==> config.mk <==
export PLATFORM = sky130hd
export DESIGN_NAME = spc_reg_unit_flat
export DESIGN_NICKNAME = d
export VERILOG_FILES = /design/src/rtl/spc_reg_unit_if.sv /design/src/rtl/spc_reg_unit.sv /design/src/flat_wrapper.sv
export SDC_FILE = /design/constraint.sdc
export NUM_CORES = 1
export LEC_CHECK = 0
export BUFFER_PORTS_ARGS = -buffer_cell sky130_fd_sc_hd__clkbuf_2
export CAP_MARGIN = 20
export CORE_MARGIN = 10
export CORE_UTILIZATION = 58
export CTS_BUF_LIST = sky130_fd_sc_hd__clkbuf_8 sky130_fd_sc_hd__clkbuf_16
export CTS_CLUSTER_DIAMETER = 50
export CTS_CLUSTER_SIZE = 12
export DETAILED_ROUTE_END_ITERATION = 7
export GPL_ROUTABILITY_DRIVEN = 0
export PLACE_DENSITY = 0.86
export SYNTH_ARGS = -nofsm -noshare
export SYNTH_HDL_FRONTEND = slang
export SYNTH_SLANG_ARGS = --single-unit
==> constraint.sdc <==
create_clock -name clk -period 3.8 [get_ports clk]
set_clock_uncertainty 0.1 [all_clocks]
set_input_delay 0.19 -clock clk [delete_from_list [all_inputs] [get_ports clk]]
set_output_delay 0.19 -clock clk [all_outputs]
set_load 0.02 [all_outputs]
==> src/rtl/spc_reg_unit_if.sv <==
// spc_reg_unit_if: control/status bundle between decode and the SP/PC unit.
// Shadow signals are always present; with SPC_SHADOW_EN undefined the unit
// ignores shd_save/shd_restore and ties shd_valid low.
interface spc_reg_unit_if #(
    parameter int WIDTH = 16
);
    logic             pc_en;
    logic             pc_load;
    logic [WIDTH-1:0] pc_val;
    logic [1:0]       sp_op;
    logic [WIDTH-1:0] sp_val;
    logic [1:0]       rd_sel;
    logic             fault_clr;
    logic             shd_save;
    logic             shd_restore;
    logic [WIDTH-1:0] out;
    logic [WIDTH-1:0] sp;
    logic [WIDTH-1:0] pc;
    logic             ovf;
    logic             udf;
    logic             faulted;
    logic             shd_valid;

    // control side (decode/test driver)
    modport master (
        output pc_en, pc_load, pc_val, sp_op, sp_val, rd_sel, fault_clr,
               shd_save, shd_restore,
        input  out, sp, pc, ovf, udf, faulted, shd_valid
    );

    // register unit side
    modport slave (
        input  pc_en, pc_load, pc_val, sp_op, sp_val, rd_sel, fault_clr,
               shd_save, shd_restore,
        output out, sp, pc, ovf, udf, faulted, shd_valid
    );
endinterface

==> src/rtl/spc_reg_unit.sv <==
// spc_reg_unit: architectural SP/PC registers with link capture, bounds-checked
// push/pop, a sticky RUN/FAULT machine and a zero-latency read port.
// Optional macro SPC_SHADOW_EN adds a shadow SP/PC pair (save/restore).
module spc_reg_unit #(
    parameter int               WIDTH       = 16,
    parameter logic [WIDTH-1:0] PC_RESET    = '0,
    parameter logic [WIDTH-1:0] STACK_BASE  = WIDTH'(16'hFFFE),
    parameter logic [WIDTH-1:0] STACK_LIMIT = WIDTH'(16'h8000),
    parameter int               SP_STEP     = 2,
    parameter int               PC_STEP     = 2
) (
    input  logic             clk,
    input  logic             rst_n,
    spc_reg_unit_if.slave    bus
);

    typedef enum logic {RUN, FAULT} state_e;

    localparam logic [WIDTH-1:0] SP_STEP_W = WIDTH'(SP_STEP);
    localparam logic [WIDTH-1:0] PC_STEP_W = WIDTH'(PC_STEP);
    // bounds are compared one bit wider so LIMIT+STEP / SP+STEP cannot wrap
    localparam logic [WIDTH:0]   PUSH_MIN  = {1'b0, STACK_LIMIT} + (WIDTH+1)'(SP_STEP);
    localparam logic [WIDTH:0]   POP_MAX   = {1'b0, STACK_BASE};

    state_e           state_q, state_d;
    logic [WIDTH-1:0] sp_q, sp_d;
    logic [WIDTH-1:0] pc_q, pc_d;
    logic [WIDTH-1:0] link_q, link_d;
    logic             ovf_q, ovf_d;
    logic             udf_q, udf_d;
    logic             push_flt, pop_flt;

    assign push_flt = {1'b0, sp_q} < PUSH_MIN;
    assign pop_flt  = ({1'b0, sp_q} + (WIDTH+1)'(SP_STEP)) > POP_MAX;

`ifdef SPC_SHADOW_EN
    logic [WIDTH-1:0] shd_sp_q, shd_sp_d;
    logic [WIDTH-1:0] shd_pc_q, shd_pc_d;
    logic             shd_vld_q, shd_vld_d;
    logic             restore_go;

    // a restore only takes effect when a snapshot is held
    assign restore_go = bus.shd_restore & shd_vld_q;
`else
    logic shd_unused;
    assign shd_unused = bus.shd_save ^ bus.shd_restore;
`endif

    // state register: FSM, SP/PC/link, sticky flags (and shadow when enabled)
    always_ff @(posedge clk or negedge rst_n) begin
        if (!rst_n) begin
            state_q <= RUN;
            sp_q    <= STACK_BASE;
            pc_q    <= PC_RESET;
            link_q  <= PC_RESET;
            ovf_q   <= 1'b0;
            udf_q   <= 1'b0;
`ifdef SPC_SHADOW_EN
            shd_sp_q  <= STACK_BASE;
            shd_pc_q  <= PC_RESET;
            shd_vld_q <= 1'b0;
`endif
        end else begin
            state_q <= state_d;
            sp_q    <= sp_d;
            pc_q    <= pc_d;
            link_q  <= link_d;
            ovf_q   <= ovf_d;
            udf_q   <= udf_d;
`ifdef SPC_SHADOW_EN
            shd_sp_q  <= shd_sp_d;
            shd_pc_q  <= shd_pc_d;
            shd_vld_q <= shd_vld_d;
`endif
        end
    end

    // next-state: PC and SP paths are independent; FAULT freezes both
    always_comb begin
        state_d = state_q;
        sp_d    = sp_q;
        pc_d    = pc_q;
        link_d  = link_q;
        ovf_d   = ovf_q;
        udf_d   = udf_q;
`ifdef SPC_SHADOW_EN
        shd_sp_d  = shd_sp_q;
        shd_pc_d  = shd_pc_q;
        shd_vld_d = shd_vld_q;
`endif
        case (state_q)
            RUN: begin
                if (bus.fault_clr) begin
                    ovf_d = 1'b0;
                    udf_d = 1'b0;
                end
                if (bus.pc_load) begin
                    link_d = pc_q;
                    pc_d   = bus.pc_val;
                end else if (bus.pc_en) begin
                    pc_d = pc_q + PC_STEP_W;
                end
                case (bus.sp_op)
                    2'b01: begin
                        if (push_flt) begin
                            ovf_d   = 1'b1;
                            state_d = FAULT;
                        end else begin
                            sp_d = sp_q - SP_STEP_W;
                        end
                    end
                    2'b10: begin
                        if (pop_flt) begin
                            udf_d   = 1'b1;
                            state_d = FAULT;
                        end else begin
                            sp_d = sp_q + SP_STEP_W;
                        end
                    end
                    2'b11:   sp_d = bus.sp_val;
                    default: ;
                endcase
            end
            FAULT: begin
                // ops presented alongside fault_clr are dropped
                if (bus.fault_clr) begin
                    state_d = RUN;
                    ovf_d   = 1'b0;
                    udf_d   = 1'b0;
                end
            end
            default: state_d = RUN;
        endcase
`ifdef SPC_SHADOW_EN
        // restore overrides everything, including a same-cycle save
        if (restore_go) begin
            state_d   = RUN;
            sp_d      = shd_sp_q;
            pc_d      = shd_pc_q;
            link_d    = link_q;
            ovf_d     = 1'b0;
            udf_d     = 1'b0;
            shd_vld_d = 1'b0;
        end else if (bus.shd_save) begin
            shd_sp_d  = sp_q;
            shd_pc_d  = pc_q;
            shd_vld_d = 1'b1;
        end
`endif
    end

    // read port: combinational from pre-edge registers
    always_comb begin
        bus.out = sp_q;
        case (bus.rd_sel)
            2'b00: bus.out = sp_q;
            2'b01: bus.out = pc_q;
            2'b10: bus.out = pc_q + PC_STEP_W;
            2'b11: bus.out = link_q;
            default: ;
        endcase
    end

    assign bus.sp      = sp_q;
    assign bus.pc      = pc_q;
    assign bus.ovf     = ovf_q;
    assign bus.udf     = udf_q;
    assign bus.faulted = (state_q == FAULT);
`ifdef SPC_SHADOW_EN
    assign bus.shd_valid = shd_vld_q;
`else
    assign bus.shd_valid = 1'b0;
`endif

endmodule
==> src/flat_wrapper.sv <==
// flat-port wrapper written by rule: the top's interface ports become plain ports
module spc_reg_unit_flat 
#(
    parameter int               WIDTH       = 16,
    parameter logic [WIDTH-1:0] PC_RESET    = '0,
    parameter logic [WIDTH-1:0] STACK_BASE  = WIDTH'(16'hFFFE),
    parameter logic [WIDTH-1:0] STACK_LIMIT = WIDTH'(16'h8000),
    parameter int               SP_STEP     = 2,
    parameter int               PC_STEP     = 2
)
  (clk, rst_n, bus_pc_en, bus_pc_load, bus_pc_val, bus_sp_op, bus_sp_val, bus_rd_sel, bus_fault_clr, bus_shd_save, bus_shd_restore, bus_out, bus_sp, bus_pc, bus_ovf, bus_udf, bus_faulted, bus_shd_valid);
  spc_reg_unit_if #(.WIDTH(WIDTH)) bus_i ();
  input  logic clk;
  input  logic rst_n;
  input wire logic [$bits(bus_i.pc_en)-1:0] bus_pc_en;
  input wire logic [$bits(bus_i.pc_load)-1:0] bus_pc_load;
  input wire logic [$bits(bus_i.pc_val)-1:0] bus_pc_val;
  input wire logic [$bits(bus_i.sp_op)-1:0] bus_sp_op;
  input wire logic [$bits(bus_i.sp_val)-1:0] bus_sp_val;
  input wire logic [$bits(bus_i.rd_sel)-1:0] bus_rd_sel;
  input wire logic [$bits(bus_i.fault_clr)-1:0] bus_fault_clr;
  input wire logic [$bits(bus_i.shd_save)-1:0] bus_shd_save;
  input wire logic [$bits(bus_i.shd_restore)-1:0] bus_shd_restore;
  output wire logic [$bits(bus_i.out)-1:0] bus_out;
  output wire logic [$bits(bus_i.sp)-1:0] bus_sp;
  output wire logic [$bits(bus_i.pc)-1:0] bus_pc;
  output wire logic [$bits(bus_i.ovf)-1:0] bus_ovf;
  output wire logic [$bits(bus_i.udf)-1:0] bus_udf;
  output wire logic [$bits(bus_i.faulted)-1:0] bus_faulted;
  output wire logic [$bits(bus_i.shd_valid)-1:0] bus_shd_valid;
  assign bus_i.pc_en = bus_pc_en;
  assign bus_i.pc_load = bus_pc_load;
  assign bus_i.pc_val = bus_pc_val;
  assign bus_i.sp_op = bus_sp_op;
  assign bus_i.sp_val = bus_sp_val;
  assign bus_i.rd_sel = bus_rd_sel;
  assign bus_i.fault_clr = bus_fault_clr;
  assign bus_i.shd_save = bus_shd_save;
  assign bus_i.shd_restore = bus_shd_restore;
  assign bus_out = bus_i.out;
  assign bus_sp = bus_i.sp;
  assign bus_pc = bus_i.pc;
  assign bus_ovf = bus_i.ovf;
  assign bus_udf = bus_i.udf;
  assign bus_faulted = bus_i.faulted;
  assign bus_shd_valid = bus_i.shd_valid;
  spc_reg_unit #(.WIDTH(WIDTH), .PC_RESET(PC_RESET), .STACK_BASE(STACK_BASE), .STACK_LIMIT(STACK_LIMIT), .SP_STEP(SP_STEP), .PC_STEP(PC_STEP)) u_core (.clk(clk), .rst_n(rst_n), .bus(bus_i));
endmodule
Word-level counts from Yosys, hierarchy flattened
Cells that the tools add are included.
{"block": "totals", "rom_bits": 0, "out_inout_bits": 52, "wordCells": 46, "reg_bits": 51, "in_bits": 43, "n_memories": 0, "latch_bits": 0, "ramBits": 0}
{"block": "classes", "n_mux": 19, "order_cmp": 2, "n_reduce_logical": 6, "n_addsub": 4, "n_eq_ne": 8, "mul": 0, "bitwise": 1, "div": 0, "shift": 0}
{"cell": "two-way mux 16 bit", "n": 4}
{"cell": "case mux 16 bit (4 select lines)", "n": 1}
{"cell": "case mux 16 bit (3 select lines)", "n": 1}
{"cell": "adder 16 x 2 -> 16 bit (second input constant)", "n": 2}
{"cell": "adder 16 x 2 -> 17 bit (second input constant)", "n": 1}
{"cell": "> comparator 17 x 16 -> 1 bit (second input constant)", "n": 1}
{"cell": "< comparator 16 bit (second input constant)", "n": 1}
{"cell": "subtractor 16 x 2 -> 16 bit (second input constant)", "n": 1}
{"cell": "two-way mux 1 bit", "n": 9}
{"cell": "equality test 2 bit (second input constant)", "n": 4}
{"cell": "case mux 1 bit (2 select lines)", "n": 4}
{"cell": "equality test 2 x 1 -> 1 bit (second input constant)", "n": 2}
{"cell": "inequality test 2 bit (second input constant)", "n": 2}
{"cell": "AND reduction 2 bit", "n": 2}
{"cell": "AND reduction 4 bit", "n": 1}
{"cell": "nonzero test 3 bit", "n": 1}
{"cell": "logical NOT 2 bit", "n": 1}
{"cell": "nonzero test 2 bit", "n": 1}
{"cell": "NOT 1 bit", "n": 1}

Logic depth before layout (Yosys ltp)
Gate-level depths: netlist of the first run.
{"block": "depth", "ltp_word": 5, "ltp_mapped": 12, "ltp_nobuf": 11}

Worst setup path after synthesis of the first run
No wires, ideal clock.
{"block": "synth_path", "kind": "input-to-reg", "from": "input bus_sp_op[0]", "to": "register u_core.sp_q[15] (netlist: u_core.bus.sp[15])", "setup_slack_ns": 1.226, "required_ns": 3.639, "arrival_time_ns": 2.413, "n_path_buf": 0, "setup_time_ns": 0.061, "path_stages": 10, "path_cell_list": "inv_1 ha_1 inv_1 ha_1 and3_1 a2111oi_4 a31oi_1 a22o_1 a221oi_2 o31a_1"}
{"block": "synth_between", "elab_chain_len": 3, "word_cells_on_any_way": 8, "cone_classes": "eq/ne: 5; mux: 1; reduce/logical: 2"}
{"element": "from (decl)", "line": "flat_wrapper.sv:18", "source": "input wire logic [$bits(bus_i.sp_op)-1:0] bus_sp_op;"}
{"element": "equality test 2 bit or equality test 2 x 1 -> 1 bit (tied branches)", "line": "spc_reg_unit.sv:103", "source": "case (bus.sp_op)"}
{"element": "inequality test 2 bit (no line) or nonzero test 3 bit (tied branches)"}
{"element": "AND reduction 4 bit (no line)"}
{"element": "to (signal assigned)", "line": "spc_reg_unit.sv:65", "source": "sp_q <= sp_d;"}
{"element": "to (decl)", "line": "spc_reg_unit.sv:26", "source": "logic [WIDTH-1:0] sp_q, sp_d;"}
Several ways; a longest one is shown, not always the timed one.
A chain may end at the register's enable or synchronous reset.

Worst setup path after layout of the first run
{"block": "layout_path", "from": "register u_core.pc_q[1] (netlist: u_core.bus.pc[1])", "to": "output bus_out[11]"}
{"block": "layout_between", "elab_chain_len": 2}
{"element": "from (decl)", "line": "spc_reg_unit.sv:27", "source": "logic [WIDTH-1:0] pc_q, pc_d;"}
{"element": "from (signal assigned)", "line": "spc_reg_unit.sv:66", "source": "pc_q <= pc_d;"}
{"element": "adder 16 x 2 -> 16 bit", "line": "spc_reg_unit.sv:158", "source": "2'b10: bus.out = pc_q + PC_STEP_W;"}
{"element": "case mux 16 bit (4 select lines)", "line": "spc_reg_unit.sv:155", "source": "case (bus.rd_sel)"}
{"element": "to (decl)", "line": "flat_wrapper.sv:24", "source": "output wire logic [$bits(bus_i.out)-1:0] bus_out;"}
Every way passes these cells.

==> results.toml, run 1 <==
[cells_and_area]
final_cells = 583
final_cell_mix = "91 x clkbuf_2, 39 x a21oi_1, 37 x nor2_1"
fin_util_pct = 69.0
drive_gt1_share_pct = 30.4
antenna_cells = 0
final_common_cell = "clkbuf_2"
nNetsFinal = 567
area_delta_synth_final_pct = 14.4

[routing]
wire_per_inst_um = 18.1
routed_wl_mm = 10.5
drt_iter0_markers = 167
drc = 0
dr.pass1.iters = 4
via_per_inst = 6.19
final_antenna_net_count = 0
vias = 3607

[floorplanning]
io_pins = 95
core_um2 = 6420
rows = 29
fp.dieH_um = 102
start_util_pct = 60.3
die_w_um = 102
die_area_um2 = 10300

[global_routing]
grt_pass1_wl_mm = 17.5
grt_usage_pct = 20.6
antenna_found_initial = 0
grt_pass1_vias = 3615
grt_max_degree = 43
overflow = 0

[place]
post-place-ws_ns = 0.726
dp_cells = 573
dp_hpwl_mm = 8.06
portBuffers = 91

[clock_tree]
cts_tree = "built"
worstSkewPairLatency_ns = 0.31
post_cts_buffers = 0
post_cts_resize_count = 0
cts_sinks = 51
numCtsBuffers = 5
clockBufferDepth = 2
htree_num_levels = 2
cts_root_buf = "clkbuf_8"
clkTransAtPathRegs_ns = 0.11

[timing]
period_share_pct = 78.3
hold_ws_ns = 0.00303
maxSlewViolCount = 0
slew_headroom_pct = 28.6
rsz0062_at_grt = "false"
hold_viol = 0
setup_ws_ns = 0.826
final.setup.tns_ns = 0
min_period_ns = 2.97
tightest_slew_ns = 1.06
setup_viol = 0
clock.fmax_mhz = 336

[synth]
syn_inst = 430
synth_edf_count = 0
synth_nets = 492
seq_area_frac_synth_pct = 33.4
synth_flop_cell = "dfrtp_1"
async_reset_ff_share_pct = 100
yosysUniqueCellTypes = 57
avgSynthCellArea_um2 = 9.01
synth_seq_cells = 51
yosys_warnings = 0
syn_area_um2 = 3870

[critical_path]
cp.required_ns = 3.51
cp-start-kind = "flip-flop"
cp-startpoint = "u_core.bus.pc[1]"
r2r_setup_slack_ns = 1.16
arrival_ns = 2.68
crit_path_max_fanout = 9
timing.rr.start = "u_core.bus.sp[1]"
worst-setup-path-type = "reg -> out"
crit_path_end_kind = "primary output"

[min_path]
holdCritStartpoint = "bus_pc_val[0]"
holdCritPathClass = "in -> reg"

[run]
max_cap_violations = 0

[power_and_ir_drop]
power_leakage_nw = 2.01
powerDensity_nw_per_um2 = 748
irDropWorstVdd_uv = 314

[outcome]
status = "complete, no violations"
-- cells in the mapped netlist (all sizes together), types with 2 or more instances --
library cell  count  area [µm²]
nor2             38         150
nor4b             2        17.5
a31oi             5        31.3
o21ai            38         190
inv              14        52.6
xor2             12         105
nand2b            2        20.0
nand3            10        62.6
mux2             21         236
a21oi            40         204
mux4              8         180
a2111oi           2        36.3
mux2i            14         140
and3             12        80.1
nand2            36         135
o21a              5        37.5
clkbuf           17        63.8
nor2b             4        25.0
dfrtp            36         901
a22oi             7        52.6
buf              10        55.1
and2              2        13.8
a21o              3        22.5
o22ai             7        43.8
nor3             11        55.1
a211oi            7        52.6
ha               18         225
dfstp            15         394
xnor2             9        78.8
o211ai            3        22.5
nand4             5        31.3
nor4              2        12.5
-- worst max-delay path: stages, from the launching register on --
cell and delay, ns:
dfrtp_1 0.54, ha_1 0.26, and3_1 0.25, and3_1 0.34
and3_4 0.28, xor2_1 0.07, mux4_2 0.45, clkbuf_2 0.17
-- where the power goes --
part	internal, mW	leakage [nW]	switching (mW)
logic	0.776	1.36	1.07
clock network	0.134	0.0489	0.197
registers	0.807	0.597	0.325
-- kinds of logic after synthesis --
family	synth area share, %
mux	14.4
fa+ha+maj	6.33
flops	33.4
xor+xnor	4.75
other cells	0.0968
simple gates	16.0
buf+inv	4.52
compound gates	20.5
-- what timing repair did --
action                                 4_1_cts  5_1_grt
setup endpoints to repair                    0        0
endpoints found under the hold margin       14        0
hold buffers                                 2        0
-- path summary, 6_finish.rpt --
kind	endpoint	cells past startpoint
max reg2reg	u_core.bus.sp[13]	9
max in group asynchronous	u_core.bus.sp[5]	3
min reg2reg	u_core.link_q[4]	2
min	u_core.bus.pc[0]	2
min in group asynchronous	u_core.bus.pc[6]	2
max	bus_out[11]	7
-- stage by stage --
step / total power [mW] / cell area [µm²]
2_1_floorplan: 2.42 / 3870
3_3_place_gp: 2.90 / 4320
3_5_place_dp: 2.97 / 4320
4_1_cts: 3.31 / 4430
5_1_grt: 3.58 / 4430
6_report: 3.31 / 4430
-- routing by layer --
layer	track usage (%)	wire, µm	vias to the layer above
met5	0	0	-
met2	35.3	5260	150
met3	4.42	788	23
li1	-	-	1718
met4	7.26	225	0
met1	24.9	4260	1716
-- final cells by class --
class,instances,area [µm²]
well taps,77,96.3
clock buffers,5,68.8
repair buffers,95,490
clock inverters,3,22.5
multi-input cells,337,2400
flip-flops and latches,51,1290
fillers,503,1990
inverters,15,56.3
-- sequential cells by signal, indices dropped and copies added (netlist names) --
| register | flops |
|---|---|
| u_core.bus.faulted | 1 |
| u_core.bus.ovf | 1 |
| u_core.bus.pc | 16 |
| u_core.bus.sp | 16 |
| u_core.bus.udf | 1 |
| u_core.link_q | 16 |
(Power assumes the default switching activity.)
==> inputs of run 2 (changes only) <==
--- a/config.mk
+++ b/config.mk
@@ -5,16 +5,17 @@
 export SDC_FILE = /design/constraint.sdc
 export NUM_CORES = 1
 export LEC_CHECK = 0
+export ABC_AREA = 1
 export BUFFER_PORTS_ARGS = -buffer_cell sky130_fd_sc_hd__clkbuf_2
 export CAP_MARGIN = 20
 export CORE_MARGIN = 10
-export CORE_UTILIZATION = 58
+export CORE_UTILIZATION = 55
 export CTS_BUF_LIST = sky130_fd_sc_hd__clkbuf_8 sky130_fd_sc_hd__clkbuf_16
 export CTS_CLUSTER_DIAMETER = 50
 export CTS_CLUSTER_SIZE = 12
 export DETAILED_ROUTE_END_ITERATION = 7
 export GPL_ROUTABILITY_DRIVEN = 0
-export PLACE_DENSITY = 0.86
+export PLACE_DENSITY = 0.81
 export SYNTH_ARGS = -nofsm -noshare
 export SYNTH_HDL_FRONTEND = slang
 export SYNTH_SLANG_ARGS = --single-unit
==> constraint.sdc (replaced) <==
create_clock -name clk -period 2.8 [get_ports clk]
set_clock_uncertainty 0.1 [all_clocks]
set_input_delay 0.14 -clock clk [delete_from_list [all_inputs] [get_ports clk]]
set_output_delay 0.14 -clock clk [all_outputs]
set_load 0.02 [all_outputs]
==> run 2 against run 1 <==
Against the previous run: core utilization fell by 2.1 points; worst setup slack got worse by 0.59 ns; first-iteration DRC count rose by 49%; synthesized area rose by 5.5%; design area rose by 9.5%; die area rose by 9.0%; highest routed layer unchanged; sequential share of layout area fell by 2.5 points; power rose by 49%; critical path depth rose by 5; non-clock buffer count rose by 12; sequential cell count did not move; largest cell class unchanged.
==> results.toml, run 2 <==
[outcome]
status = "complete, no violations"

[synth]
synth_area_leader_cell = "dfrtp_1"
yosys_warnings = 0
synth_edf_count = 0
synth.top_cells.by_count = "231 x nand2_1, 68 x inv_1, 39 x nor2_1, 37 x nand3_1, 36 x dfrtp_1"
avgSynthCellArea_um2 = 6.54
synth_nets = 687
yosysUniqueCellTypes = 42
syn_inst = 625
ys_top_cells_by_area = "dfrtp_1 22%, nand2_1 21%, dfstp_2 9.6%, inv_1 6.2%, ha_1 5.5%"
synth_flop_cell = "dfrtp_1"
synth_top_cell_area_share_pct = 22.1
async_reset_ff_share_pct = 100
synth_seq_cells = 51
syn_area_um2 = 4090
yosysMostFrequentCell = "nand2_1"
seq_area_frac_synth_pct = 31.7

[floorplanning]
start_util_pct = 56.3
die_area_um2 = 11300
fp.dieH_um = 106
io_pins = 95
die_w_um = 106
core_um2 = 7250
rows = 31

[min_path]
holdPathStages = 3
holdCritPathClass = "in -> reg"
holdCritStartpoint = "bus_pc_val[12]"
whs_endpoint = "u_core.bus.pc[12]"

[routing]
final_antenna_net_count = 0
dr.pass1.iters = 5
wire_per_inst_um = 14.6
vias = 4537
routed_wl_mm = 12.0
drc = 0
drt_iter0_markers = 249
via_per_inst = 5.53

[critical_path]
arrival_ns = 2.33
cp.required_ns = 2.56
cp-start-kind = "flip-flop"
crit_chain = "ha_1 > nand2_1 > nor2_1 > nand3_1 > nor2_1 > nand3_1 > clkinv_1 > nand4_1 > nand2_1 > nand2_1 > o2111ai_1 > clkbuf_2"
crit_path_end_kind = "primary output"
r2r-end = "u_core.bus.sp[13]"
r2r_cells = 11
worst-setup-path-type = "reg -> out"
slowest_stage = "dfrtp_1"
r2r_setup_slack_ns = 0.43
crit_path_max_fanout = 4
timing.rr.start = "u_core.bus.sp[1]"
max_stage_delay_ns = 0.42
crit_top_cell = "nand2_1"

[clock_tree]
clkTransAtPathRegs_ns = 0.10
worstSkewPairLatency_ns = 0.31
cts_sinks = 51
clockBufferDepth = 2
cts_tree = "built"
numCtsBuffers = 5
htree_num_levels = 2
cts_root_buf = "clkbuf_8"

[global_routing]
grt_pass1_wl_mm = 20.1
grt_max_degree = 35
grt_pass1_vias = 4417
antenna_found_initial = 0
overflow = 0
grt_usage_pct = 20.9

[cells_and_area]
nNetsFinal = 782
final_common_cell = "nand2_1"
antenna_cells = 0
area_delta_synth_final_pct = 18.7
stdcell_area_um2 = 4850
fill_cells = 652
ff_latch_area_um2 = 1300
final_cells = 820
multiInputGateArea_um2 = 2400
drive_gt1_share_pct = 19.8
final_cell_mix = "231 x nand2_1, 91 x clkbuf_2, 68 x inv_1"

[timing]
setup_viol = 0
maxSlewViolCount = 0
clock.fmax_mhz = 389
final.setup.tns_ns = 0
period_share_pct = 91.7
setup_ws_ns = 0.232
hold_viol = 0
slew_headroom_pct = 53.3
tightest_slew_ns = 0.693
rsz0062_at_grt = "false"
min_period_ns = 2.57
hold_ws_ns = 0.0181

[place]
dp_hpwl_mm = 9.39
post_dp_cell_area_um2 = 4630
dp_cells = 804
post-place-ws_ns = 0.353
portBuffers = 91

[power_and_ir_drop]
irDropWorstVdd_uv = 672
power_leakage_nw = 2.58
powerDensity_nw_per_um2 = 1020

[run]
max_cap_violations = 0
## run 2: worst max path at each step
stage                      from                end  slack (ns)  depth (start not counted)
2_1_floorplan  u_core.bus.sp[1]  u_core.bus.sp[13]        0.70                         13
3_3_place_gp       bus_sp_op[0]   u_core.bus.sp[7]        0.46                         14
3_5_place_dp       bus_sp_op[0]   u_core.bus.sp[7]        0.35                         14
4_1_cts        u_core.bus.pc[1]        bus_out[13]        0.21                         12
5_1_grt        u_core.bus.pc[3]        bus_out[14]        0.05                         10
6_report       u_core.bus.pc[2]        bus_out[13]        0.23                         12
## run 2: area by class of cell
type                       instances  area share [%]
inverter                          80            6.19
clock buffer                       5            1.42
clock inverter                     3            1.39
tap                               99            2.55
sequential                        51            26.7
timing repair buffer             107            12.3
multi-input combinational        475            49.4
## run 2: kinds of logic after synthesis
family                   Yosys count  synth area share (%)
adder cells (fa/ha/maj)           19                  6.00
AND/OR/NAND/NOR                  353                  36.9
buffers and inverters             99                  9.59
other                              1                0.0918
flip-flops                        51                  31.7
AO/OA/AOI/OAI                     90                  13.1
XOR/XNOR                          11                  2.36
multiplexers                       1                 0.276
## run 2: report_power, final
part | switching, mW | internal, mW
Sequential | 0.449 | 1.10
Clock | 0.252 | 0.356
Combinational | 1.79 | 0.988
Total | 2.49 | 2.44
## run 2: worst max-delay path: cells and delay by family, from the launching register on
family / cells / cell delay, ns
flops: 1 / 0.42
buf+inv: 2 / 0.32
fa+ha+maj: 1 / 0.20
simple gates: 8 / 0.97
compound gates: 1 / 0.10
## run 2: through the flow
stage / power [mW] / utilization, %
6_report: 4.93 / 66.9
5_1_grt: 5.38 / 66.9
4_1_cts: 4.91 / 66.9
3_5_place_dp: 4.28 / 63.9
3_3_place_gp: 4.19 / 63.9
2_1_floorplan: 3.46 / -
## run 2: metal layers
metal	track usage, %	share of wire (%)	up-vias
met2	36.7	48	210
met1	24.4	41	2039
met3	4.35	7.8	33
li1	-	-	2255
met5	0	0	-
met4	8.41	3.0	0
## run 2: what timing repair did
| item | in CTS | in global routing |
|---|---|---|
| setup endpoints to repair | 0 | 1 |
| buffers inserted | 0 | 0 |
| hold buffers | 8 | 0 |
| gates resized for setup | 0 | 1 |
| endpoints found under the hold margin | 26 | 0 |
